File: config.mk
export PLATFORM = sky130hd
export DESIGN_NAME = symbol_draw_ctrl_flat
export DESIGN_NICKNAME = d
export VERILOG_FILES = /design/src/rtl/symbol_draw_ctrl_if.sv /design/src/rtl/symbol_draw_ctrl.sv /design/src/flat_wrapper.sv
export SDC_FILE = /design/constraint.sdc
export NUM_CORES = 1
export LEC_CHECK = 0
export BUFFER_PORTS_ARGS = -buffer_cell sky130_fd_sc_hd__buf_2
export CAP_MARGIN = 25
export CORE_MARGIN = 8
export CORE_UTILIZATION = 57
export DETAILED_ROUTE_END_ITERATION = 6
export GPL_ROUTABILITY_DRIVEN = 0
export MAX_ROUTING_LAYER = met4
export PLACE_DENSITY = 0.79
export SYNTH_ARGS = -nofsm -noshare
export SYNTH_HDL_FRONTEND = slang
export SYNTH_SLANG_ARGS = --single-unit
export TNS_END_PERCENT = 10
File: constraint.sdc
create_clock -name clk -period 2.4 [get_ports clk]
set_input_delay 0 -clock clk [delete_from_list [all_inputs] [get_ports clk]]
set_output_delay 0 -clock clk [all_outputs]
set_load 0.05 [all_outputs]
File: src/rtl/symbol_draw_ctrl_if.sv
// Draw-request handshake bundle for symbol_draw_ctrl.
// master: requester (valid/col/row/sym out, ready in); slave: controller.
interface symbol_draw_ctrl_if;
  logic       req_valid;
  logic       req_ready;
  logic [2:0] req_col;
  logic [2:0] req_row;
  logic       req_sym;

  modport master (
    output req_valid, req_col, req_row, req_sym,
    input  req_ready
  );

  modport slave (
    input  req_valid, req_col, req_row, req_sym,
    output req_ready
  );
endinterface

File: src/rtl/symbol_draw_ctrl.sv
// Symbol draw sequencer: cell request -> generator run, pixel mux to VGA,
// black board-clear sweep. Ports: clk/reset, clear_req, req (handshake),
// generator control (sym_sel, draw_go, draw_x/y) and stream (gen_*),
// VGA write port (vga_*), status (busy, done, err).
module symbol_draw_ctrl #(
  parameter int COLS    = 3,
  parameter int ROWS    = 3,
  parameter int CELL_W  = 16,
  parameter int CELL_H  = 16,
  parameter int X0      = 40,
  parameter int Y0      = 20,
  parameter int TIMEOUT = 64
) (
  input  logic       clk,
  input  logic       reset,
  input  logic       clear_req,
  symbol_draw_ctrl_if.slave req,
  output logic       sym_sel,
  output logic       draw_go,
  output logic [7:0] draw_x,
  output logic [6:0] draw_y,
  input  logic [7:0] gen_x,
  input  logic [6:0] gen_y,
  input  logic [2:0] gen_colour,
  input  logic       gen_next,
  output logic [7:0] vga_x,
  output logic [6:0] vga_y,
  output logic [2:0] vga_colour,
  output logic       vga_plot,
  output logic       busy,
  output logic       done,
  output logic       err
);

  localparam logic [15:0] CX_LAST = 16'(COLS * CELL_W - 1);
  localparam logic [15:0] CY_LAST = 16'(ROWS * CELL_H - 1);
  localparam logic [15:0] WD_LAST = 16'(TIMEOUT - 1);

  typedef enum logic [1:0] {
    S_IDLE,
    S_CLEAR,
    S_DRAW,
    S_GAP
  } state_t;

  state_t      state;
  state_t      state_n;
  logic [15:0] cx;
  logic [15:0] cy;
  logic [15:0] wd;
  logic [7:0]  hold_x;
  logic [6:0]  hold_y;
  logic        accept;
  logic        in_range;
  logic        clr_last;

  always_ff @(posedge clk or posedge reset) begin
    if (reset) state <= S_IDLE;
    else       state <= state_n;
  end

  always_comb begin
    state_n       = state;
    in_range      = (int'(req.req_col) < COLS) &&
                    (int'(req.req_row) < ROWS);
    accept        = 1'b0;
    req.req_ready = 1'b0;
    clr_last      = (cx == CX_LAST) && (cy == CY_LAST);
    draw_go       = 1'b0;
    vga_plot      = 1'b0;
    vga_x         = hold_x;
    vga_y         = hold_y;
    vga_colour    = 3'b000;
    busy          = 1'b1;
    unique case (state)
      S_IDLE: begin
        busy          = 1'b0;
        req.req_ready = !clear_req;
        accept        = req.req_valid && !clear_req;
        if (clear_req)
          state_n = S_CLEAR;
        else if (accept && in_range)
          state_n = S_DRAW;
      end
      S_CLEAR: begin
        vga_plot = 1'b1;
        vga_x    = 8'(X0 + int'(cx));
        vga_y    = 7'(Y0 + int'(cy));
        if (clr_last) state_n = S_GAP;
      end
      S_DRAW: begin
        draw_go    = 1'b1;
        vga_plot   = 1'b1;
        vga_x      = gen_x;
        vga_y      = gen_y;
        vga_colour = gen_colour;
        if (gen_next || wd == WD_LAST)
          state_n = S_GAP;
      end
      S_GAP: begin
        state_n = S_IDLE;
      end
      default: state_n = S_IDLE;
    endcase
  end

  // Outside the plotting states the VGA coordinates replay the last
  // plotted pixel, so the held copy tracks whatever was last driven.
  always_ff @(posedge clk or posedge reset) begin
    if (reset) begin
      cx      <= '0;
      cy      <= '0;
      wd      <= '0;
      hold_x  <= '0;
      hold_y  <= '0;
      draw_x  <= '0;
      draw_y  <= '0;
      sym_sel <= 1'b0;
      done    <= 1'b0;
      err     <= 1'b0;
    end else begin
      done <= 1'b0;
      err  <= 1'b0;
      if (vga_plot) begin
        hold_x <= vga_x;
        hold_y <= vga_y;
      end
      unique case (state)
        S_IDLE: begin
          cx <= '0;
          cy <= '0;
          wd <= '0;
          if (accept && in_range) begin
            draw_x  <= 8'(X0 + int'(req.req_col) * CELL_W);
            draw_y  <= 7'(Y0 + int'(req.req_row) * CELL_H);
            sym_sel <= req.req_sym;
          end else if (accept) begin
            err <= 1'b1;
          end
        end
        S_CLEAR: begin
          if (cx == CX_LAST) begin
            cx <= '0;
            cy <= cy + 16'd1;
          end else begin
            cx <= cx + 16'd1;
          end
          if (clr_last) done <= 1'b1;
        end
        S_DRAW: begin
          wd <= wd + 16'd1;
          if (gen_next)
            done <= 1'b1;
          else if (wd == WD_LAST)
            err <= 1'b1;
        end
        default: ;
      endcase
    end
  end

endmodule

File: src/flat_wrapper.sv
// flat-port wrapper written by rule: the top's interface ports become plain ports
module symbol_draw_ctrl_flat 
#(
  parameter int COLS    = 3,
  parameter int ROWS    = 3,
  parameter int CELL_W  = 16,
  parameter int CELL_H  = 16,
  parameter int X0      = 40,
  parameter int Y0      = 20,
  parameter int TIMEOUT = 64
)
  (clk, reset, clear_req, sym_sel, draw_go, draw_x, draw_y, gen_x, gen_y, gen_colour, gen_next, vga_x, vga_y, vga_colour, vga_plot, busy, done, err, req_req_valid, req_req_col, req_req_row, req_req_sym, req_req_ready);
  symbol_draw_ctrl_if req_i ();
  input  logic clk;
  input  logic reset;
  input  logic clear_req;
  output logic sym_sel;
  output logic draw_go;
  output logic [7:0] draw_x;
  output logic [6:0] draw_y;
  input  logic [7:0] gen_x;
  input  logic [6:0] gen_y;
  input  logic [2:0] gen_colour;
  input  logic gen_next;
  output logic [7:0] vga_x;
  output logic [6:0] vga_y;
  output logic [2:0] vga_colour;
  output logic vga_plot;
  output logic busy;
  output logic done;
  output logic err;
  input wire logic [$bits(req_i.req_valid)-1:0] req_req_valid;
  input wire logic [$bits(req_i.req_col)-1:0] req_req_col;
  input wire logic [$bits(req_i.req_row)-1:0] req_req_row;
  input wire logic [$bits(req_i.req_sym)-1:0] req_req_sym;
  output wire logic [$bits(req_i.req_ready)-1:0] req_req_ready;
  assign req_i.req_valid = req_req_valid;
  assign req_i.req_col = req_req_col;
  assign req_i.req_row = req_req_row;
  assign req_i.req_sym = req_req_sym;
  assign req_req_ready = req_i.req_ready;
  symbol_draw_ctrl #(.COLS(COLS), .ROWS(ROWS), .CELL_W(CELL_W), .CELL_H(CELL_H), .X0(X0), .Y0(Y0), .TIMEOUT(TIMEOUT)) u_core (.clk(clk), .reset(reset), .clear_req(clear_req), .req(req_i), .sym_sel(sym_sel), .draw_go(draw_go), .draw_x(draw_x), .draw_y(draw_y), .gen_x(gen_x), .gen_y(gen_y), .gen_colour(gen_colour), .gen_next(gen_next), .vga_x(vga_x), .vga_y(vga_y), .vga_colour(vga_colour), .vga_plot(vga_plot), .busy(busy), .done(done), .err(err));
endmodule
==> results of run 1 <==
## per-stage QoR
stage / worst slack, ps / TNS (ps) / utilization, %
floorplan: -103 / -905 / -
global placement: 298 / 0 / 63.5
detailed placement: 234 / 0 / 63.5
CTS: 10.7 / 0 / 68.7
global route: 12.8 / 0 / 68.9
finish: 140 / 0 / 68.9
## cells in the final DEF, fill, tap and decap left out, types with 4 or more instances in the layout
| cell type | netlist | routed |
|---|---|---|
| nand2b_1 | 11 | 11 |
| nor3_1 | 5 | 5 |
| a21oi_1 | 35 | 34 |
| a31oi_1 | 23 | 23 |
| and3_1 | 5 | 5 |
| buf_2 | 4 | 63 |
| o311ai_0 | 4 | 4 |
| nor3b_1 | 4 | 4 |
| nand3b_1 | 5 | 5 |
| o211ai_1 | 7 | 7 |
| o22ai_1 | 4 | 4 |
| nor4_1 | 7 | 7 |
| mux2_2 | 5 | 5 |
| nor2_1 | 27 | 27 |
| and2_1 | 6 | 6 |
| ha_1 | 12 | 11 |
| o21ai_0 | 19 | 19 |
| clkbuf_8 | 0 | 12 |
| xnor2_1 | 11 | 11 |
| a22oi_1 | 14 | 14 |
| and4_1 | 6 | 6 |
| buf_4 | 7 | 13 |
| nand4_1 | 20 | 20 |
| mux2i_1 | 15 | 15 |
| dlygate4sd3_1 | 0 | 18 |
| nand2_1 | 48 | 48 |
| nand3_1 | 26 | 26 |
| a211oi_1 | 5 | 5 |
| inv_1 | 14 | 13 |
| conb_1 | 1 | 6 |
| dfrtp_1 | 76 | 76 |
## sequential cells by signal, indices dropped and copies added, names as in the netlist
name	count
u_core.hold_y	7
u_core.cy	16
u_core.state	2
u_core.hold_x	8
u_core.draw_y	4
u_core.cx	16
u_core.done	1
u_core.wd	16
u_core.err	1
u_core.draw_x	4
u_core.sym_sel	1
## cells by family (layout without fill, tap and decap cells)
group	count (synthesis)	count (layout)
compound gates	132	132
xor+xnor	11	11
fa+ha+maj	12	12
buf+inv	58	127
flops	76	76
mux	20	20
other cells	1	6
simple gates	186	186
## worst paths after layout
| path | from | end | slack [ps] |
|---|---|---|---|
| worst max-delay path | u_core.state[1]$_DFFE_PP0P_ | u_core.draw_y[5]$_DFFE_PP0P_ | 140 |
| worst min-delay path | gen_x[7] | u_core.hold_x[7]$_DFFE_PP0N_ | 2 |
| worst max register to register | u_core.state[1]$_DFFE_PP0P_ | u_core.draw_y[5]$_DFFE_PP0P_ | 140 |
| worst min register to register | u_core.draw_y[4]$_DFFE_PP0P_ | u_core.draw_y[4]$_DFFE_PP0P_ | 490 |
| max in group asynchronous | reset | u_core.cx[5]$_DFFE_PP0P_ | 1480 |
| min in group asynchronous | reset | u_core.draw_x[5]$_DFFE_PP0P_ | 240 |
## what timing repair did
action / 4_1_cts / 5_1_grt
gates resized for setup: 0 / 2
hold buffers: 17 / 1
setup endpoints to repair: 0 / 7
endpoints found under the hold margin: 40 / 1
buffers inserted: 0 / 0
## power breakdown
group	switching (mW)	internal (mW)
clock network	0.480	0.571
logic	3.21	1.06
registers	0.153	1.57
total	3.84	3.20
## Yosys cell counts (6+ instances only)
cell / number / area, um^2
a21oi_1: 35 / 175
a22oi_1: 14 / 105
a31oi_1: 23 / 144
and2_1: 6 / 37.5
and4_1: 6 / 52.6
buf_4: 7 / 52.6
clkbuf_1: 26 / 97.6
dfrtp_1: 76 / 1900
ha_1: 12 / 150
inv_1: 14 / 52.6
mux2i_1: 15 / 150
nand2_1: 48 / 180
nand2b_1: 11 / 68.8
nand3_1: 26 / 130
nand4_1: 20 / 125
nor2_1: 27 / 101
nor4_1: 7 / 43.8
o211ai_1: 7 / 52.6
o21ai_0: 19 / 95.1
xnor2_1: 11 / 96.3
## metal layers
metal | up-vias | share of wire, % | GRT usage, %
li1 | 1960 | - | -
met2 | 144 | 49 | 33.8
met1 | 1992 | 43 | 25.5
met3 | 17 | 6.3 | 4.85
met4 | 0 | 1.5 | 6.93
met5 | - | 0 | -
## final cells by class
| type | count | area [um^2] | area share [%] |
|---|---|---|---|
| multi-input combinational | 367 | 2330 | 44.2 |
| clock buffer | 12 | 165 | 3.14 |
| clock inverter | 4 | 55.1 | 1.05 |
| tap | 102 | 128 | 2.42 |
| timing repair buffer | 97 | 636 | 12.1 |
| sequential | 76 | 1900 | 36.1 |
| inverter | 14 | 52.6 | 0.998 |
## critical path: cells and delay by family, from the launching register on
family        cells  cell delay, ps
fa+ha+maj         1             180
buf+inv           2             350
flops             1             410
mux               1             440
simple gates      2             760
==> results.sh, run 1 <==
export IMPL_die_area_um2=10900
export IMPL_synth_fa_ha_area_share_pct=3.36
export IMPL_ys_ff_latch=76
export IMPL_num_rows=32
export IMPL_cts_tree="built"
export IMPL_grt_pass1_vias=3898
export IMPL_failed_checks="DRC"
export IMPL_critPathMaxStageDelay_ps=470
export IMPL_overflow=0
export IMPL_fin_crit_ps=2260
export IMPL_worstPathMaxFanout=15
export IMPL_port_buffers=63
export IMPL_remaining_drc_errors=1
export IMPL_critPathKind="flop to flop"
export IMPL_firstDrtPassIters=7
export IMPL_clk_latency_ps=350
export IMPL_synth_warnings=0
export IMPL_synth_xor_area_share_pct=2.16
export IMPL_ant_nets=0
export IMPL_io_pins=70
export IMPL_n_antenna_cell=0
export IMPL_dr_first_iter_drc_count=407
export IMPL_yosysSeqAreaShare_pct=42.5
export IMPL_core_area_um2=7650
export IMPL_fin_crit_sh_pct=94.2
export IMPL_worst_pin_slew_ps=540
export IMPL_synth_cell_types=55
export IMPL_synth_compound_area_share_pct=19.0
export IMPL_arrival_ps=2500
export IMPL_area_delta_synth_final_pct=17.8
export IMPL_synth_edff_count=0
export IMPL_wirelength_mm=11.3
export IMPL_antenna_found_initial=0
export IMPL_syn_area_um2=4470
export IMPL_ys_flop_type="dfrtp_1"
export IMPL_synth_mux_area_share_pct=4.62
export IMPL_cts_buffers=9
export IMPL_hold_path_class="input port to flop"
export IMPL_fin_nets=607
export IMPL_ir_drop_mv=0.734
export IMPL_hpwl_mm=7.82
export IMPL_clk_pin_slew_worst_paths_ps=80
export IMPL_leakage_nw=2.38
export IMPL_grt_max_degree=54
export IMPL_ctsHtreeMaxLevel=3
export IMPL_p_per_area_nw_per_um2=1340
export IMPL_nFillCells=599
export IMPL_whs_ps=1.56
export IMPL_fp_dieW_um=105
export IMPL_p_total_mw=7.04
export IMPL_layout_drive_gt1_share_pct=19.5
export IMPL_wl_per_cell_um=16.8
export IMPL_path_cells="inv_1, ha_1, buf_4, nor2b_1, nand4_1, mux2_2"
export IMPL_placed_cell_area_um2=4860
export IMPL_die_height_um=105
export IMPL_maxSlewHeadroom_pct=63.7
export IMPL_fmax_mhz=442
export IMPL_start_util_pct=58.5
export IMPL_cp_start_kind="flop"
export IMPL_rr_worst_depth=6
export IMPL_instances_no_fill=672
export IMPL_vias=4113
export IMPL_synth_simple_area_share_pct=22.3
export IMPL_worstPathRequired_ps=2640
export IMPL_setup_worst_path_end_class="flop"
export IMPL_setup_violations=0
export IMPL_synth_top_family_by_area="simple AND/OR/NAND/NOR gates"
export IMPL_grt_first_pass_wirelength_mm=18.7
export IMPL_async_reset_ff_share_pct=100
export IMPL_clock_sinks=76
export IMPL_place_inst=638
export IMPL_clock_path_buffers=2
export IMPL_syn_avg_cell_area_um2=9.01
export IMPL_hold_viol=0
export IMPL_cts_root_buf="clkbuf_8"
export IMPL_fin_area_um2=5270
export IMPL_cap_violations=0
export IMPL_status="finished with violations"
export IMPL_rsz0062_at_grt="no"
export IMPL_cp_slowest_cell="nand4_1"
export IMPL_slew_viol_final=0
export IMPL_hold_path_cell_count=3
export IMPL_grtUsageTotal_pct=21.0
export IMPL_via_per_inst=6.12
export IMPL_synth_cells=496
export IMPL_finalClockSkew_ps=12.6
Power figures use the tool's default switching activity.
==> run 2: changes to the inputs <==
==> constraint.sdc (replaced) <==
create_clock -name clk -period 2.4 [get_ports clk]
set_input_delay 0 -clock clk [delete_from_list [all_inputs] [get_ports clk]]
set_output_delay 0 -clock clk [all_outputs]
set_load 0.02 [all_outputs]
==> results.sh, run 2 (synthesis results as in run 1) <==
export IMPL_cp_start_kind="flop"
export IMPL_final_setup_tns_ps=0
export IMPL_ant_nets=0
export IMPL_layout_drive_gt1_share_pct=18.7
export IMPL_cts_root_buf="clkbuf_8"
export IMPL_fin_crit_ps=2210
export IMPL_reg_top3="u_core.cx (16), u_core.cy (16), u_core.wd (16)"
export IMPL_io_pins=70
export IMPL_hp_start="gen_x[5]"
export IMPL_ctsHtreeMaxLevel=3
export IMPL_layout_common_cells="76 x dfrtp_1, 63 x buf_2, 48 x nand2_1, 35 x a21oi_1, 27 x nor2_1"
export IMPL_place_ws_ps=238
export IMPL_final_common_cell="dfrtp_1"
export IMPL_setup_violations=0
export IMPL_maxSlewHeadroom_pct=64.9
export IMPL_worstPathRequired_ps=2650
export IMPL_clock_path_buffers=2
export IMPL_grt_first_pass_wirelength_mm=18.9
export IMPL_cap_violations=0
export IMPL_cp_slowest_cell="nand4_1"
export IMPL_die_area_um2=10900
export IMPL_leakage_nw=2.38
export IMPL_wirelength_mm=11.4
export IMPL_rsz0062_at_grt="no"
export IMPL_hold_viol=0
export IMPL_grtUsageTotal_pct=21.5
export IMPL_fmax_mhz=452
export IMPL_arrival_ps=2460
export IMPL_layout_setup_ws_ps=187
export IMPL_dr_first_iter_drc_count=314
export IMPL_nFillCells=599
export IMPL_rr_startpoint="u_core.state[1]$_DFFE_PP0P_"
export IMPL_cp_num_buf_inv=2
export IMPL_vias=4081
export IMPL_critPathMaxStageDelay_ps=460
export IMPL_combPwrFrac_pct=53.0
export IMPL_fin_nets=608
export IMPL_p_sw_mw=2.79
export IMPL_area_delta_synth_final_pct=18.3
export IMPL_via_per_inst=6.06
export IMPL_fp_dieW_um=105
export IMPL_p_clk_share_pct=18.6
export IMPL_hold_path_class="input port to flop"
export IMPL_worst_pin_slew_ps=514
export IMPL_hold_path_cell_count=3
export IMPL_cts_setup_buffers=0
export IMPL_n_antenna_cell=0
export IMPL_power_switching_share_pct=46.3
export IMPL_clk_pin_slew_worst_paths_ps=80
export IMPL_path_cells="inv_1, ha_1, buf_4, nor2b_1, nand4_1, mux2_2"
export IMPL_hpwl_mm=7.57
export IMPL_wl_per_cell_um=16.9
export IMPL_die_height_um=105
export IMPL_p_seq_share_pct=28.3
export IMPL_worstPathMaxFanout=15
export IMPL_ir_drop_mv=0.474
export IMPL_clk_latency_ps=360
export IMPL_finalClockSkew_ps=8.81
export IMPL_post_route_util_pct=69.2
export IMPL_start_util_pct=58.5
export IMPL_setup_worst_path_end_class="flop"
export IMPL_r2r_end="u_core.draw_x[7]$_DFFE_PP0P_"
export IMPL_remaining_drc_errors=0
export IMPL_holdPathEnd="u_core.hold_x[5]$_DFFE_PP0N_"
export IMPL_firstDrtPassIters=5
export IMPL_num_rows=32
export IMPL_cts_buffers=9
export IMPL_p_per_area_nw_per_um2=1140
export IMPL_rr_worst_depth=6
export IMPL_antenna_found_initial=0
export IMPL_port_buffers=63
export IMPL_overflow=0
export IMPL_slew_viol_final=0
export IMPL_grt_pass1_vias=3828
export IMPL_critPathKind="flop to flop"
export IMPL_reg2reg_slack_ps=190
export IMPL_core_area_um2=7650
export IMPL_power_internal_mw=3.24
export IMPL_clock_sinks=76
export IMPL_fin_crit_sh_pct=92.2
export IMPL_cts_tree="built"
export IMPL_crit_family="simple AND/OR/NAND/NOR gates"
export IMPL_grt_max_degree=71
export IMPL_status="finished, final reports clean"
[run 2: how the worst max path moves through the flow]
stage,start,endpoint,cells past startpoint
after floorplan,u_core.state[0]$_DFFE_PP0P_,u_core.cy[13]$_DFFE_PP0P_,8
after global placement,u_core.cy[4]$_DFFE_PP0P_,u_core.state[0]$_DFFE_PP0P_,4
after detailed placement,u_core.state[1]$_DFFE_PP0P_,u_core.draw_x[7]$_DFFE_PP0P_,6
after CTS,u_core.state[1]$_DFFE_PP0P_,u_core.draw_x[7]$_DFFE_PP0P_,6
after global routing,u_core.cx[11]$_DFFE_PP0P_,u_core.cy[9]$_DFFE_PP0P_,5
final,u_core.state[1]$_DFFE_PP0P_,u_core.draw_x[7]$_DFFE_PP0P_,6
[run 2: what timing repair did]
| action | in CTS | in global routing |
|---|---|---|
| hold endpoints to repair | 43 | 0 |
| gates resized for setup | 0 | 0 |
| hold buffers | 21 | 0 |
[run 2: cell type report]
cell class	count	area [um^2]	area share [%]
inverters	14	52.6	0.994
clock buffers	11	141	2.67
repair buffers	98	656	12.4
well taps	102	128	2.41
multi-input cells	367	2330	44.0
flip-flops and latches	76	1900	36.0
clock inverters	5	83.8	1.59
[run 2: per-stage QoR]
step | hold slack [ps] | cell area (um^2) | total power [mW] | cells
2_1_floorplan | 92.0 | 4490 | 3.94 | 501
3_3_place_gp | 61.0 | 4850 | 4.78 | 636
3_5_place_dp | 65.5 | 4850 | 4.86 | 636
4_1_cts | 1.28 | 5290 | 6.02 | 673
5_1_grt | 18.7 | 5290 | 6.45 | 673
6_report | 0.812 | 5290 | 6.03 | 673
[run 2: worst min-delay path, cell delays in order]
cell	delay (ps)
buf_2	70
a22oi_1	80
a21oi_1	150
[run 2: power by group through the flow]
stage	clock, mW	combinational [mW]	sequential, mW
floorplan	0	2.13	1.80
detailed placement	0	3.13	1.73
finish	1.12	3.20	1.71
global placement	0	3.06	1.72
global route	1.18	3.52	1.75
CTS	1.14	3.18	1.71
[run 2: routing by layer]
metal | track usage [%] | vias up | routed length, um
li1 | - | 1972 | -
met1 | 27.6 | 1955 | 5080
met2 | 33.2 | 139 | 5490
met3 | 4.98 | 15 | 612
met4 | 6.20 | 0 | 184
met5 | - | - | 0
